==> src/rtl/ddio_ctrl_pkg.sv <==
// ddio_ctrl_pkg: shared FSM state encoding, counter width and PRBS7 helpers for the DDIO output sequencer
package ddio_ctrl_pkg;
   typedef enum logic [2:0] {
      RST_HOLD = 3'd0,
      SETTLE   = 3'd1,
      TRAIN    = 3'd2,
      IDLE     = 3'd3,
      DATA     = 3'd4
   } state_e;
   localparam int CNT_W = 16;
   localparam logic [6:0] PRBS_SEED = 7'h7F;
   // x^7 + x^6 + 1: feedback from the two oldest bits
   localparam logic [6:0] PRBS_TAPS = 7'b110_0000;
   function automatic logic [6:0] prbs_step(input logic [6:0] s);
      return {s[5:0], ^(s & PRBS_TAPS)};
   endfunction
endpackage

==> src/rtl/ddio_sync_2ff.sv <==
// ddio_sync_2ff: two-flop synchronizer, async active-high reset to 0
//   clk_i  : destination clock
//   arst_i : asynchronous active-high reset
//   d_i    : asynchronous input
//   q_o    : synchronized output (2 clk_i cycles of latency)
module ddio_sync_2ff (
   input  logic clk_i,
   input  logic arst_i,
   input  logic d_i,
   output logic q_o
);
   logic [1:0] sync_q;
   always_ff @(posedge clk_i or posedge arst_i)
      if (arst_i) sync_q <= '0;
      else        sync_q <= {sync_q[0], d_i};
   assign q_o = sync_q[1];
endmodule

==> src/rtl/ddio_out_seq_ctrl.sv <==
// ddio_out_seq_ctrl: sequences one DDIO output lane group through x2 reset, settle, training and user data
//   c_x1 / arst_c_x1        : x1 clock, async active-high reset
//   pll_lock                : raw PLL lock (synchronized internally)
//   tx_en, s_d0/s_d1, s_valid, s_ready : user data phase and handshake
//   ddio_d0/ddio_d1, ddio_lock, arst_c_x2_req : serializer controls
//   state                   : current FSM state code
//   err_unlock / err_clr    : sticky loss-of-lock flag and its clear
//   Macro DDIO_OUT_PRBS_TRAIN_EN selects a PRBS7 training pattern instead of fixed 1/0.
module ddio_out_seq_ctrl
   import ddio_ctrl_pkg::*;
#(
   parameter int   DW         = 8,
   parameter logic INIT       = 1'b0,
   parameter int   SETTLE_CYC = 64,
   parameter int   TRAIN_LEN  = 16
) (
   input  logic          c_x1,
   input  logic          arst_c_x1,
   input  logic          pll_lock,
   input  logic          tx_en,
   input  logic [DW-1:0] s_d0,
   input  logic [DW-1:0] s_d1,
   input  logic          s_valid,
   output logic          s_ready,
   output logic [DW-1:0] ddio_d0,
   output logic [DW-1:0] ddio_d1,
   output logic          ddio_lock,
   output logic          arst_c_x2_req,
   output logic [2:0]    state,
   output logic          err_unlock,
   input  logic          err_clr
);
   logic             lock_s;
   state_e           state_q, state_d;
   logic [CNT_W-1:0] cnt_q, cnt_d;
   logic [DW-1:0]    d0_q, d0_d, d1_q, d1_d;
   logic             lock_q, lock_d, req_q, req_d, err_q, err_d;
   logic             pat0, pat1;

   ddio_sync_2ff u_lock_sync (
      .clk_i (c_x1),
      .arst_i(arst_c_x1),
      .d_i   (pll_lock),
      .q_o   (lock_s)
   );

`ifdef DDIO_OUT_PRBS_TRAIN_EN
   logic [6:0] lfsr_q, lfsr_d, lfsr_src, lfsr_mid;
   // the first TRAIN cycle is emitted from the seed, so entry restarts the sequence
   always_comb begin
      lfsr_src = (state_q == TRAIN) ? lfsr_q : PRBS_SEED;
      lfsr_mid = prbs_step(lfsr_src);
      lfsr_d   = prbs_step(lfsr_mid);
      pat0     = lfsr_mid[0];
      pat1     = lfsr_d[0];
   end
   always_ff @(posedge c_x1 or posedge arst_c_x1)
      if (arst_c_x1) lfsr_q <= '0;
      else           lfsr_q <= lfsr_d;
`else
   assign pat0 = 1'b1;
   assign pat1 = 1'b0;
`endif

   always_comb begin
      state_d = state_q;
      cnt_d   = cnt_q;
      err_d   = err_clr ? 1'b0 : err_q;
      case (state_q)
         RST_HOLD: if (lock_s) begin
            state_d = SETTLE;
            cnt_d   = '0;
         end
         SETTLE: if (cnt_q == CNT_W'(SETTLE_CYC - 1)) begin
            state_d = TRAIN;
            cnt_d   = '0;
         end else cnt_d = cnt_q + 1'b1;
         TRAIN: if (cnt_q == CNT_W'(TRAIN_LEN - 1)) begin
            state_d = IDLE;
            cnt_d   = '0;
         end else cnt_d = cnt_q + 1'b1;
         IDLE:    state_d = tx_en ? DATA : IDLE;
         DATA:    state_d = tx_en ? DATA : IDLE;
         default: state_d = RST_HOLD;
      endcase
      // lock loss overrides everything; set wins over a simultaneous clear
      if (state_q != RST_HOLD && !lock_s) begin
         state_d = RST_HOLD;
         cnt_d   = '0;
         err_d   = 1'b1;
      end
      req_d  = state_d == RST_HOLD;
      lock_d = state_d inside {TRAIN, IDLE, DATA};
      d0_d   = {DW{INIT}};
      d1_d   = {DW{INIT}};
      // outputs follow the next state so they line up with the state code
      if (state_d == TRAIN) begin
         d0_d = {DW{pat0}};
         d1_d = {DW{pat1}};
      end else if (state_q == DATA && s_valid && lock_s) begin
         d0_d = s_d0;
         d1_d = s_d1;
      end
   end

   always_ff @(posedge c_x1 or posedge arst_c_x1)
      if (arst_c_x1) begin
         state_q <= RST_HOLD;
         cnt_q   <= '0;
         d0_q    <= {DW{INIT}};
         d1_q    <= {DW{INIT}};
         lock_q  <= 1'b0;
         req_q   <= 1'b1;
         err_q   <= 1'b0;
      end else begin
         state_q <= state_d;
         cnt_q   <= cnt_d;
         d0_q    <= d0_d;
         d1_q    <= d1_d;
         lock_q  <= lock_d;
         req_q   <= req_d;
         err_q   <= err_d;
      end

   assign s_ready       = state_q == DATA;
   assign ddio_d0       = d0_q;
   assign ddio_d1       = d1_q;
   assign ddio_lock     = lock_q;
   assign arst_c_x2_req = req_q;
   assign state         = state_q;
   assign err_unlock    = err_q;
endmodule

==> config.mk <==
export PLATFORM = sky130hd
export DESIGN_NAME = ddio_out_seq_ctrl
export DESIGN_NICKNAME = d
export VERILOG_FILES = /design/src/rtl/ddio_ctrl_pkg.sv /design/src/rtl/ddio_sync_2ff.sv /design/src/rtl/ddio_out_seq_ctrl.sv
export SDC_FILE = /design/constraint.sdc
export NUM_CORES = 1
export LEC_CHECK = 0
export ABC_AREA = 1
export BUFFER_PORTS_ARGS = -buffer_cell sky130_fd_sc_hd__buf_2
export CORE_MARGIN = 4
export CORE_UTILIZATION = 58
export DETAILED_ROUTE_END_ITERATION = 10
export PLACE_DENSITY = 0.9
export SYNTH_ARGS = -nofsm -noshare
export SYNTH_HDL_FRONTEND = slang
export SYNTH_SLANG_ARGS = --single-unit
export TNS_END_PERCENT = 100
==> constraint.sdc <==
create_clock -name c_x1 -period 2.6 [get_ports c_x1]
set_clock_uncertainty 0.15 [all_clocks]
set_input_delay 0.13 -clock c_x1 [delete_from_list [all_inputs] [get_ports c_x1]]
set_output_delay 0.13 -clock c_x1 [all_outputs]
set_load 0.05 [all_outputs]
After elaboration in Yosys (flattened, before gate mapping)
Index checks and enable logic that the tools add are counted.
{"block": "word_totals", "register_bits": 40, "inputBits": 22, "word_cells": 48}
{"block": "op_classes", "n_addsub": 1, "eq_ne": 10, "n_mux": 17, "reduce_logical": 12}
{"cell": "16-bit two-way mux", "n": 4}
{"cell": "16-bit one-hot mux with 3 select lines", "n": 1}
{"cell": "8-bit two-way mux", "n": 4}
{"cell": "16-bit by 1-bit adder with 16-bit output, second input constant", "n": 1}
{"cell": "16-bit by 4-bit == test with 1-bit output, second input constant", "n": 1}
{"cell": "16-bit by 6-bit == test with 1-bit output, second input constant", "n": 1}
{"cell": "3-bit two-way mux", "n": 5}
{"cell": "3-bit by 2-bit == test with 1-bit output, second input constant", "n": 4}
{"cell": "3-bit one-hot mux with 4 select lines", "n": 1}
{"cell": "3-bit == test, second input constant", "n": 2}
{"cell": "3-bit logical NOT", "n": 2}
{"cell": "3-bit nonzero test", "n": 2}
{"cell": "4-bit nonzero test", "n": 1}
{"cell": "3-bit by 1-bit == test with 1-bit output, second input constant", "n": 1}
{"cell": "1-bit logical AND", "n": 3}
{"cell": "3-bit by 2-bit inequality test with 1-bit output, second input constant", "n": 1}
{"cell": "1-bit two-way mux", "n": 2}
{"cell": "2-bit AND reduction", "n": 1}
{"cell": "2-bit nonzero test", "n": 1}
{"cell": "2-bit OR reduction", "n": 1}
{"cell": "1-bit logical NOT", "n": 1}

Depth between registers and ports, before layout
Gate-level depths: netlist of the first run.
{"block": "depth", "word_depth": 6, "depth_mapped": 11}

Cells and area by module
Synthesis of the first run repeated with hierarchy kept, for this count alone.
{"block": "hier_totals", "hier_cells": 250, "area_unflattened_um2": 2028.2}
{"module": "ddio_out_seq_ctrl", "instances": 1, "cells_each": 247, "area_each_um2": 1974.4}
{"module": "ddio_sync_2ff", "instances": 1, "cells_each": 3, "area_each_um2": 53.8}

Worst setup path after synthesis of the first run
No wires, ideal clock.
{"block": "synth_timing", "path_kind": "reg2reg", "from": "reg state_q[2], in the netlist state[2]", "to": "reg d0_q[0], in the netlist ddio_d0[0]", "setup_ns": 0.064, "arrival_ns": 2.216, "required_time_ns": 2.386, "path_slack_ns": 0.170, "stages_incl_launch_ff": 7, "path_buffers": 0, "cell_sequence": "dfrtp_1 inv_2 nor3_2 nand3_2 inv_1 nand2_1 nand2_2"}
{"block": "synth_via", "elab_chain_len": 6, "elab_cells_between_ends": 18}
{"element": "start: declaration", "line": "ddio_out_seq_ctrl.sv:34", "rtl": "state_e state_q, state_d;"}
{"element": "start signal: assignment", "line": "ddio_out_seq_ctrl.sv:116", "rtl": "state_q <= state_d;"}
{"element": "3-bit == test *"}
{"element": "named net s_ready", "line": "ddio_out_seq_ctrl.sv:24", "rtl": "output logic s_ready,"}
{"element": "2-bit OR reduction (no source line)"}
{"element": "3-bit one-hot mux with 4 select lines", "line": "ddio_out_seq_ctrl.sv:69", "rtl": "case (state_q)"}
{"element": "3-bit two-way mux", "line": "ddio_out_seq_ctrl.sv:87", "rtl": "if (state_q != RST_HOLD && !lock_s) begin"}
{"element": "3-bit by 2-bit == test with 1-bit output", "line": "ddio_out_seq_ctrl.sv:97", "rtl": "if (state_d == TRAIN) begin"}
{"element": "8-bit two-way mux *", "line": "ddio_out_seq_ctrl.sv:97"}
{"element": "named net d0_d[0]", "line": "ddio_out_seq_ctrl.sv:36", "rtl": "logic [DW-1:0] d0_q, d0_d, d1_q, d1_d;"}
{"element": "end signal: assignment", "line": "ddio_out_seq_ctrl.sv:110", "rtl": "d0_q <= {DW{INIT}};"}
{"element": "end: declaration", "line": "ddio_out_seq_ctrl.sv:36"}
The timed path passes the listed nets; every way through them passes the cells marked *.
A chain may end at the register's enable or synchronous reset.

Final worst setup path of the first run
{"block": "layout_timing", "from": "reg state_q[2], in the netlist state[2]", "to": "reg d1_q[1], in the netlist ddio_d1[1]"}
{"block": "layout_via", "elab_chain_len": 6, "elab_cells_between_ends": 18}
{"element": "3-bit == test or 3-bit by 2-bit == test with 1-bit output (tied branches)", "line": "ddio_out_seq_ctrl.sv:69, ddio_out_seq_ctrl.sv:100"}
{"element": "2-bit OR reduction (no source line)"}
{"element": "3-bit one-hot mux with 4 select lines", "line": "ddio_out_seq_ctrl.sv:69"}
{"element": "3-bit two-way mux", "line": "ddio_out_seq_ctrl.sv:87"}
{"element": "3-bit by 2-bit == test with 1-bit output", "line": "ddio_out_seq_ctrl.sv:97"}
{"element": "8-bit two-way mux *", "line": "ddio_out_seq_ctrl.sv:97"}
{"element": "named net d1_d[1]", "line": "ddio_out_seq_ctrl.sv:36"}
{"element": "end signal: assignment", "line": "ddio_out_seq_ctrl.sv:111", "rtl": "d1_q <= {DW{INIT}};"}
{"element": "end: declaration", "line": "ddio_out_seq_ctrl.sv:36"}
Marks and branches as above.

==> flow_summary.yaml, run 1 <==
power_and_ir_drop:
  power.leakage_nw: 1.541
  net-switching-power_uw: 632.2
  power.share.clock_pct: 27.4
  pwr-share-seq_pct: 44.0
  comb_power_share_pct: 28.6
  swShare_pct: 38.74
  power.ir.vdd_worst_uv: 461.7
  internal_power_uw: 999.7
  power.density_nw_per_um2: 596.7
placed_design:
  detailed_place.area_um2: 2371
  portBuffers: 44
  place_hpwl_mm: 3.279
  gp_congestion: 0.8927
  setup_ws_pre_cts_ps: 766.4
worst_setup_path:
  r2r_cells: 5
  slowest_stage: "sky130_fd_sc_hd__dlygate4sd3_1"
  worst-path-buf-inv: 2
  r2r-start: "state[2]"
  cp-start-kind: "flop"
  cp_max_fo: 9
  worstPathCellList: "inv_2 -> nor3_2 -> nand3_2 -> nor2_1 -> dlygate4sd3_1"
  setup.worst_path.class: "flop to flop"
  setup.reg_to_reg.worst_slack_ps: 530
  cpPeakStageDelay_ps: 570
  critical-path-top-delay-family: "buffers and inverters"
  critical_path.endpoint_type: "flop"
  critPathRequiredTime_ps: 2750
  critical_path.reg2reg.endpoint: "ddio_d1[1]"
  timing.critical_path.arrival_ps: 2220
drt:
  dr.first_iter.drc_count: 321
  antenna_violating_nets_post_route: 0
  dr.max_layer_used: "met5"
  met2_wirelength_mm: 3.170
  routed_length_on_met1_mm: 2.531
  met3_length_um: 698
  via_count: 2196
  wl_mm: 6.748
  post_drt_via_cell_ratio: 5.689
  wl_per_cell_um: 17.48
  drcViolationCount: 0
  drt-pass1-iter-count: 6
yosys:
  synth_area_leader_cell: "sky130_fd_sc_hd__dfrtp_1"
  synth_nets: 284
  synthesis.area_per_instance_um2: 8.063
  synth_cells: 261
  warning_count_from_the_yosys_run: 0
  number_of_library_cell_types_mapped_by_synthesis: 29
  synth_seq_area_share_pct: 47.62
  synth.cell_area_um2: 2105
  synth_area_leaders: "sky130_fd_sc_hd__dfrtp_1 46%, sky130_fd_sc_hd__nand2_1 13%, sky130_fd_sc_hd__inv_1 6.8%"
  netlist.area_leader.share_pct: 46.37
  yosys_register_bits: 40
global_route:
  grt_first_pass_wirelength_mm: 10.82
  total_grt_overflow: 0
  grt_use_total_pct: 32.37
  number_of_antenna_violations_at_the_first_check_in_global_routing: 1
  grt_start_max_net_pins: 41
  first_global_vias: 2160
floorplanning:
  floorplan.rows: 21
  initial_core_util_pct: 61.61
  die-area_um2: 4656
  die_w_um: 68.24
  ioPinCount: 45
  coreArea_um2: 3416
  die_height_um: 68.24
clocking:
  path_clk_slew_ps: 160
  worstSkewPairLatency_ps: 380
  cts-htree-levels: 2
  clock_tree.root_cell: "sky130_fd_sc_hd__clkbuf_4"
  post_cts_resize_count: 0
  cts_buffers: 5
  max-clock-path-buffers: 2
  cts_post_setup_buffers_inserted: 0
  cts_tree: "built"
  hold_fix_buffers_at_cts: 28
  clock-sinks: 40
finish:
  layout.area.seq_um2: 1002
  finish.instance_area_um2: 2735
  synthToLayoutAreaGrowth_pct: 29.96
  num_antenna_cells: 0
  proportion_of_layout_cells_with_a_drive_suffix_above_1_pct: 25.59
  nets_finish: 362
  fillCellCount: 188
  area_of_combinational_cells_with_multiple_inputs_um2: 913.4
sta:
  timing.final.crit_period_ps: 2071
  final.period_utilization_pct: 79.64
  fin_worst_hold_slack_ps: 218.6
  final.setup.worst_slack_ps: 529.3
  drv_slew: 0
  max_slew.worst_pin.slew_ps: 493.8
  max_clock_freq_mhz: 482.9
  setup_viol: 0
  relSlewSlack_pct: 67.08
  grt_setup_unrepaired: "false"
  final_report_hold_violation_count: 0
  timing.setup.tns_ps: 0
hold_path:
  hold_path_depth: 5
  min-delay-start: "s_valid"
  worstHoldPathType: "input port to flop"
  min_to: "ddio_d0[4]"
status:
  run_status: "complete, no violations"
run:
  maxCapViolations: 0
layout make-up:
cell class / count / share of cell area, %
tap: 46 / 2.104
clock buffer: 5 / 1.372
timing repair buffer: 73 / 18.57
sequential: 40 / 36.64
inverter: 44 / 6.221
multi-input combinational: 175 / 33.39
clock inverter: 3 / 1.693
layer usage:
metal | GRT usage [%] | vias to the layer above
met3 | 10.84 | 44
met4 | 15.38 | 2
li1 | - | 969
met1 | 38.70 | 1007
met2 | 52.35 | 174
met5 | 0 | -
cells in the mapped netlist (all sizes together):
cell type and instances:
xor2 4, buf 2, ha 1, o2111ai 5
nand3 16, clkinv 1, o211ai 1, nor3 4
nand2 91, a21oi 7, dfstp 1, inv 43
or2 1, nand4 5, nor2 30, o21bai 1
dfrtp 39, o21ai 9
registers in the layout, summed over array words and instances, names as in the netlist:
register	cells
arst_c_x2_req	1
cnt_q	16
ddio_d0	8
ddio_d1	8
ddio_lock	1
err_unlock	1
state	3
u_lock_sync.sync_q	2
worst max path at each step:
stage | slack [ps] | cells after the start | endpoint | start
floorplan | 170 | 6 | ddio_d0[0] | state[2]
global placement | 780 | 10 | cnt_q[1] | cnt_q[0]
detailed placement | 770 | 10 | cnt_q[1] | cnt_q[0]
CTS | 650 | 5 | ddio_d1[3] | state[2]
global route | 400 | 5 | ddio_d1[1] | state[2]
finish | 530 | 5 | ddio_d1[1] | state[2]
stage by stage:
step	utilization (%)	total power, mW	instances
finish	80.07	1.632	386
global route	80.07	1.689	386
CTS	80.07	1.575	386
detailed placement	69.41	1.135	350
global placement	69.41	1.126	350
floorplan	-	1.052	261
worst register-to-register path, stage by stage (launching register included):
cell,delay (ps)
sky130_fd_sc_hd__dfrtp_1,560
sky130_fd_sc_hd__inv_2,130
sky130_fd_sc_hd__nor3_2,200
sky130_fd_sc_hd__nand3_2,220
sky130_fd_sc_hd__nor2_1,180
sky130_fd_sc_hd__dlygate4sd3_1,570
layout by cell type, fill, tap and decap left out, drive strengths merged:
cell type / n
nor3: 4
nand3: 16
nor2: 30
o211ai: 1
inv: 44
nand4: 5
ha: 1
dfrtp: 39
nand2: 91
xor2: 4
o21ai: 9
clkinv: 1
clkinvlp: 1
dfstp: 1
o2111ai: 5
o21bai: 1
bufinv: 1
buf: 45
dlygate4sd3: 28
clkbuf: 5
or2: 1
a21oi: 7
cells by family (layout without fill, tap and decap cells):
group	count (synthesis)	after routing	share of synthesized area [%]
XOR/XNOR	4	4	1.665
adder cells (fa/ha/maj)	1	1	0.5944
AND/OR/NAND/NOR	147	147	33.65
buffers and inverters	46	125	8.978
flip-flops	40	40	47.62
AO/OA/AOI/OAI	23	23	7.492
power by group through the flow:
stage | combinational [mW] | clock (mW) | sequential, mW
2_1_floorplan | 0.255 | 0 | 0.797
3_3_place_gp | 0.406 | 0 | 0.720
3_5_place_dp | 0.412 | 0 | 0.723
4_1_cts | 0.435 | 0.429 | 0.711
5_1_grt | 0.493 | 0.474 | 0.722
6_report | 0.467 | 0.447 | 0.718
No activity file was read; power rests on OpenSTA's default activity.
==> run 2: changes to the inputs <==
--- a/config.mk
+++ b/config.mk
@@ -8,9 +8,9 @@
 export ABC_AREA = 1
 export BUFFER_PORTS_ARGS = -buffer_cell sky130_fd_sc_hd__buf_2
 export CORE_MARGIN = 4
-export CORE_UTILIZATION = 58
+export CORE_UTILIZATION = 49
 export DETAILED_ROUTE_END_ITERATION = 10
-export PLACE_DENSITY = 0.9
+export PLACE_DENSITY = 0.82
 export SYNTH_ARGS = -nofsm -noshare
 export SYNTH_HDL_FRONTEND = slang
 export SYNTH_SLANG_ARGS = --single-unit
==> constraint.sdc (replaced) <==
create_clock -name c_x1 -period 1.7 [get_ports c_x1]
set_clock_uncertainty 0.15 [all_clocks]
set_input_delay 0.085 -clock c_x1 [delete_from_list [all_inputs] [get_ports c_x1]]
set_output_delay 0.085 -clock c_x1 [all_outputs]
set_load 0.05 [all_outputs]
==> run 2 against run 1 <==
Compared with the run above:
- utilization fell by 10 points
- fmax is 25% higher
- highest routed layer is now met4
- worst hold slack got worse by 14 ps
- sequential cell count unchanged
- first-iteration DRC count down 63%
- via count down 12%
- global-route usage down 10 points
- routed wire length down 18%
- critical path type unchanged
- combinational power up 72%
- largest cell class unchanged
==> flow_summary.yaml, run 2 (synthesis gave the netlist of run 1 again) <==
sta:
  setup_viol: 0
  max_slew.worst_pin.slew_ps: 277.9
  final_report_hold_violation_count: 0
  max_clock_freq_mhz: 601.3
  final.period_utilization_pct: 97.82
  timing.final.crit_period_ps: 1663
  grt_setup_unrepaired: "true"
  timing.setup.tns_ps: 0
  relSlewSlack_pct: 81.60
  drv_slew: 0
  fin_worst_hold_slack_ps: 204.4
drt:
  dr.first_iter.drc_count: 118
  via_count: 1942
  post_drt_via_cell_ratio: 4.892
  antenna_violating_nets_post_route: 0
  wl_mm: 5.529
  drt-pass1-iter-count: 4
  wl_per_cell_um: 13.93
  drcViolationCount: 0
hold_path:
  worstHoldPathType: "flop to flop"
clocking:
  cts_buffers: 5
  clock_tree.root_cell: "sky130_fd_sc_hd__clkbuf_8"
  cts_tree: "built"
  clock-sinks: 40
  path_clk_slew_ps: 80
  worstSkewPairLatency_ps: 300
  cts-htree-levels: 2
  max-clock-path-buffers: 2
status:
  run_status: "complete, no violations"
finish:
  regMostFlops: "cnt_q"
  num_antenna_cells: 0
  mostFrequentLayoutCell: "sky130_fd_sc_hd__nand2_1"
  stdcell_count: 397
  proportion_of_layout_cells_with_a_drive_suffix_above_1_pct: 32.85
  largest_register_ff_count: 16
  nets_finish: 369
  layout.cells.most_common_list: "74 x sky130_fd_sc_hd__nand2_1, 44 x sky130_fd_sc_hd__buf_2, 35 x sky130_fd_sc_hd__inv_1, 35 x sky130_fd_sc_hd__dfrtp_1, 26 x sky130_fd_sc_hd__nor2_1"
  synthToLayoutAreaGrowth_pct: 35.85
  finish.instance_area_um2: 2859
placed_design:
  place_hpwl_mm: 3.317
  detailed_place.area_um2: 2496
  gp_congestion: 0.9098
  portBuffers: 44
  placedCellCount: 365
run:
  maxCapViolations: 0
global_route:
  grtUsageMet1_pct: 27.18
  first_global_vias: 1944
  grt_first_pass_wirelength_mm: 9.218
  met3_usage_pct: 8.208
  grt_start_max_net_pins: 41
  use_met2_pct: 36.12
  total_grt_overflow: 0
  grt_use_total_pct: 22.26
  grt_busiest_layer: "met2"
  number_of_antenna_violations_at_the_first_check_in_global_routing: 0
worst_setup_path:
  critPathRequiredTime_ps: 1750
  critical_path.endpoint_type: "flop"
  cp-start-kind: "flop"
  setup.worst_path.class: "flop to flop"
  cp_max_fo: 6
  timing.critical_path.arrival_ps: 1710
floorplanning:
  ioPinCount: 45
  initial_core_util_pct: 51.50
  die-area_um2: 5407
  die_height_um: 73.54
  coreArea_um2: 4086
  die_w_um: 73.54
  floorplan.rows: 23
power_and_ir_drop:
  power.ir.vdd_worst_uv: 704.5
  power.leakage_nw: 1.552
  report.power.total_mw: 2.540
  power.density_nw_per_um2: 888.6
[run 2: changes by cell type in the layout (fill, tap and decap cells not counted), sizes merged]
cell / before / now
dlygate4sd3: 28 / 21
clkinv: 1 / 2
clkbuf: 5 / 6
inv: 44 / 42
buf: 45 / 59
bufinv: 1 / 0
clkinvlp: 1 / 2
[run 2: worst paths after layout]
kind	from	endpoint	slack, ps	cells after the start
setup / recovery	cnt_q[1]	cnt_q[1]	40	10
hold reg to reg	u_lock_sync.sync_q[0]	u_lock_sync.sync_q[1]	200	0
setup reg to reg	cnt_q[1]	cnt_q[1]	40	10
hold / removal	u_lock_sync.sync_q[0]	u_lock_sync.sync_q[1]	200	0
max in group asynchronous	arst_c_x1	arst_c_x2_req	910	4
min in group asynchronous	arst_c_x1	ddio_d1[6]	240	4
[run 2: what timing repair did]
item                       4_1_cts  5_1_grt
pin swaps                        0        3
setup endpoints to repair        1       22
resized for setup                1       12
setup buffers                    0        3
hold endpoints to repair        61        0
hold buffers                    21        0
[run 2: power breakdown]
part,internal (mW),switching [mW],total [mW]
clock,0.292,0.351,0.643
combinational,0.272,0.532,0.804
sequential,1.02,0.0689,1.09
[run 2: routing by layer]
metal | wire [um] | share of wire [%]
met1 | 2330 | 42
met2 | 2712 | 49
met3 | 394 | 7.1
met4 | 92 | 1.7
met5 | 0 | 0
[run 2: cell type report]
class,instances,area (um2)
fill,300,1227
sequential,40,1010
multi-input combinational,175,963.4
timing repair buffer,80,555.5
inverter,44,178.9
clock buffer,6,72.57
tap,50,62.56
clock inverter,2,16.27
[run 2: per-stage QoR]
step | utilization [%] | setup WS (ps)
6_report | 69.96 | 37.02
5_1_grt | 69.96 | -55.24
4_1_cts | 68.46 | 7.601
3_5_place_dp | 61.08 | 9.694
3_3_place_gp | 61.08 | 58.43
2_1_floorplan | - | -101.2
[run 2: critical path, stage by stage (launching register included)]
cell and delay [ps]:
sky130_fd_sc_hd__dfrtp_1 400, sky130_fd_sc_hd__ha_1 200, sky130_fd_sc_hd__nand3_2 140, sky130_fd_sc_hd__nor2_2 180
sky130_fd_sc_hd__nand2_1 70, sky130_fd_sc_hd__nand2_1 70, sky130_fd_sc_hd__nand2_2 80, sky130_fd_sc_hd__nand2_4 120
sky130_fd_sc_hd__inv_2 50, sky130_fd_sc_hd__nand2_1 50, sky130_fd_sc_hd__nand2_1 50
==> run 3: changes to the inputs <==
--- a/config.mk
+++ b/config.mk
@@ -8,9 +8,10 @@
 export ABC_AREA = 1
 export BUFFER_PORTS_ARGS = -buffer_cell sky130_fd_sc_hd__buf_2
 export CORE_MARGIN = 4
-export CORE_UTILIZATION = 49
+export CORE_UTILIZATION = 56
+export CTS_BUF_LIST = sky130_fd_sc_hd__clkbuf_4
 export DETAILED_ROUTE_END_ITERATION = 10
-export PLACE_DENSITY = 0.82
+export PLACE_DENSITY = 0.88
 export SYNTH_ARGS = -nofsm -noshare
 export SYNTH_HDL_FRONTEND = slang
 export SYNTH_SLANG_ARGS = --single-unit
==> constraint.sdc (replaced) <==
create_clock -name c_x1 -period 1.6 [get_ports c_x1]
set_clock_uncertainty 0.15 [all_clocks]
set_input_delay 0.08 -clock c_x1 [delete_from_list [all_inputs] [get_ports c_x1]]
set_output_delay 0.08 -clock c_x1 [all_outputs]
set_load 0.05 [all_outputs]
==> run 3 against run 2 <==
Compared with the run above:
- the flow now finishes with violations (negative setup slack)
- utilization increased by 15 points
- power is 17% higher
- global-route usage increased by 6.3 points
- setup slack worse by 250 ps
- final cell count rose by 3.5%
- combinational power grew 53%
- sequential power grew 6%
- critical path type unchanged
- highest routed layer unchanged
==> flow_summary.yaml, run 3 (synthesis gave the netlist of run 1 again) <==
status:
  run_status: "finished with violations"
  violations_in_the_final_reports: "negative setup slack"
finish:
  regMostFlops: "cnt_q"
  num_antenna_cells: 0
  mostFrequentLayoutCell: "sky130_fd_sc_hd__nand2_1"
  nets_finish: 385
  stdcell_count: 411
  proportion_of_layout_cells_with_a_drive_suffix_above_1_pct: 41.32
  largest_register_ff_count: 16
  layout.cells.most_common_list: "69 x sky130_fd_sc_hd__nand2_1, 43 x sky130_fd_sc_hd__buf_2, 36 x sky130_fd_sc_hd__dfrtp_1, 33 x sky130_fd_sc_hd__inv_1, 28 x sky130_fd_sc_hd__buf_4"
  synthToLayoutAreaGrowth_pct: 45.84
worst_setup_path:
  slowest_stage: "sky130_fd_sc_hd__dfrtp_1"
  cp_max_fo: 6
  setup.worst_path.class: "flop to flop"
  timing.critical_path.arrival_ps: 1920
  critical_path.reg2reg.endpoint: "cnt_q[15]"
  critPathRequiredTime_ps: 1710
  r2r_cells: 11
  r2r-start: "cnt_q[5]"
  critical-path-top-cell-by-count: "sky130_fd_sc_hd__nand2_1"
  cpPeakStageDelay_ps: 460
  worstPathCellList: "nand2_1 -> inv_1 -> nand2_1 -> nor2_4 -> nand2_2 -> nand2_4 -> nand2_4 -> nand2_4 -> inv_2 -> nand2_1 -> nand2_1"
  setup.reg_to_reg.worst_slack_ps: -210
  cp-start-kind: "flop"
  critical_path.endpoint_type: "flop"
hold_path:
  worstHoldPathType: "input port to asynchronous set/reset pin"
clocking:
  cts_tree: "built"
  cts-htree-levels: 2
  max-clock-path-buffers: 2
  clock_tree.root_cell: "sky130_fd_sc_hd__clkbuf_4"
  cts_buffers: 5
  path_clk_slew_ps: 140
  clock-sinks: 40
  worstSkewPairLatency_ps: 370
global_route:
  grt_first_pass_wirelength_mm: 10.74
  grtUsageMet1_pct: 32.96
  grt_use_total_pct: 28.55
  met3_usage_pct: 7.536
  use_met2_pct: 48.20
  number_of_antenna_violations_at_the_first_check_in_global_routing: 0
  first_global_vias: 2235
  grt_start_max_net_pins: 25
  grt_busiest_layer: "met2"
  total_grt_overflow: 0
sta:
  max_slew.worst_pin.slew_ps: 313.4
  final_report_hold_violation_count: 0
  final.setup.worst_slack_ps: -213.4
  timing.setup.tns_ps: -3112
  relSlewSlack_pct: 79.11
  timing.final.crit_period_ps: 1813
  grt_setup_unrepaired: "true"
  final.period_utilization_pct: 113.3
  setup_viol: 28
  max_clock_freq_mhz: 551.4
  drv_slew: 0
drt:
  dr.first_iter.drc_count: 269
  antenna_violating_nets_post_route: 0
  wl_per_cell_um: 20.48
  wl_mm: 8.417
  post_drt_via_cell_ratio: 5.798
  via_count: 2383
  drt-pass1-iter-count: 5
  drcViolationCount: 0
run:
  maxCapViolations: 0
floorplanning:
  initial_core_util_pct: 57.92
  die_height_um: 69.31
  coreArea_um2: 3633
  floorplan.rows: 22
  die-area_um2: 4803
  die_w_um: 69.31
  ioPinCount: 45
placed_design:
  portBuffers: 44
  gp_congestion: 0.8778
  place_hpwl_mm: 4.001
  placedCellCount: 374
power_and_ir_drop:
  power.ir.vdd_worst_uv: 703.3
  report.power.total_mw: 2.969
  power.leakage_nw: 1.645
  power.density_nw_per_um2: 967.4
## run 3: changes by cell type in the layout (fill, tap and decap cells not counted), moves of 5 or more
| cell | delta |
|---|---|
| sky130_fd_sc_hd__clkbuf_4 | +6 |
| sky130_fd_sc_hd__nand2_1 | -5 |
| sky130_fd_sc_hd__clkbuf_8 | -5 |
| sky130_fd_sc_hd__buf_4 | +14 |
## run 3: metrics by stage
stage	cell area, um2	worst slack (ps)	hold slack, ps	utilization (%)
after floorplan	2132	-201.2	-38.57	-
after global placement	2566	16.85	-31.59	70.63
after detailed placement	2566	-42.02	-21.94	70.63
after CTS	2873	-23.54	136.2	79.06
after global routing	3069	-270.3	194.6	84.47
final	3069	-213.4	139.4	84.47
## run 3: per-layer routing
layer / vias to the layer above / share of wire (%)
li1: 1014 / -
met1: 1113 / 35
met2: 197 / 47
met3: 59 / 11
met4: 0 / 7.1
met5: - / 0
## run 3: worst max-delay path: cells and delay by family (launching register included)
family,cells,cell delay (ps)
buffers and inverters,2,180
DFF,1,460
and+or+nand+nor,9,920
## run 3: worst max-delay path by stage
stage,from,endpoint,slack [ps],depth (start not counted)
global placement,state[2],cnt_q[2],20,7
global route,cnt_q[5],cnt_q[15],-270,11
detailed placement,cnt_q[0],cnt_q[1],-40,10
finish,cnt_q[5],cnt_q[15],-210,11
floorplan,state[2],ddio_d0[0],-200,6
CTS,state[2],cnt_q[4],-20,7
## run 3: cell type report
type                    instances  area [um2]
multi-input cells             176        1087
flip-flops and latches         40        1011
repair buffers                 95       669.4
fillers                       188       564.3
inverters                      44       183.9
well taps                      48       60.06
clock buffers                   6       45.04
clock inverters                 2       12.51
## run 3: power by group
part | switching, mW | internal [mW]
registers | 0.0732 | 1.09
logic | 0.780 | 0.452
clock network | 0.389 | 0.187
total | 1.24 | 1.73
## run 3: repair_timing
action	CTS	global route
hold buffers	21	0
gates resized for setup	10	40
buffers inserted	1	6
gates cloned	0	1
endpoints found under the setup margin	22	30
pin swaps	4	9
hold endpoints to repair	61	0
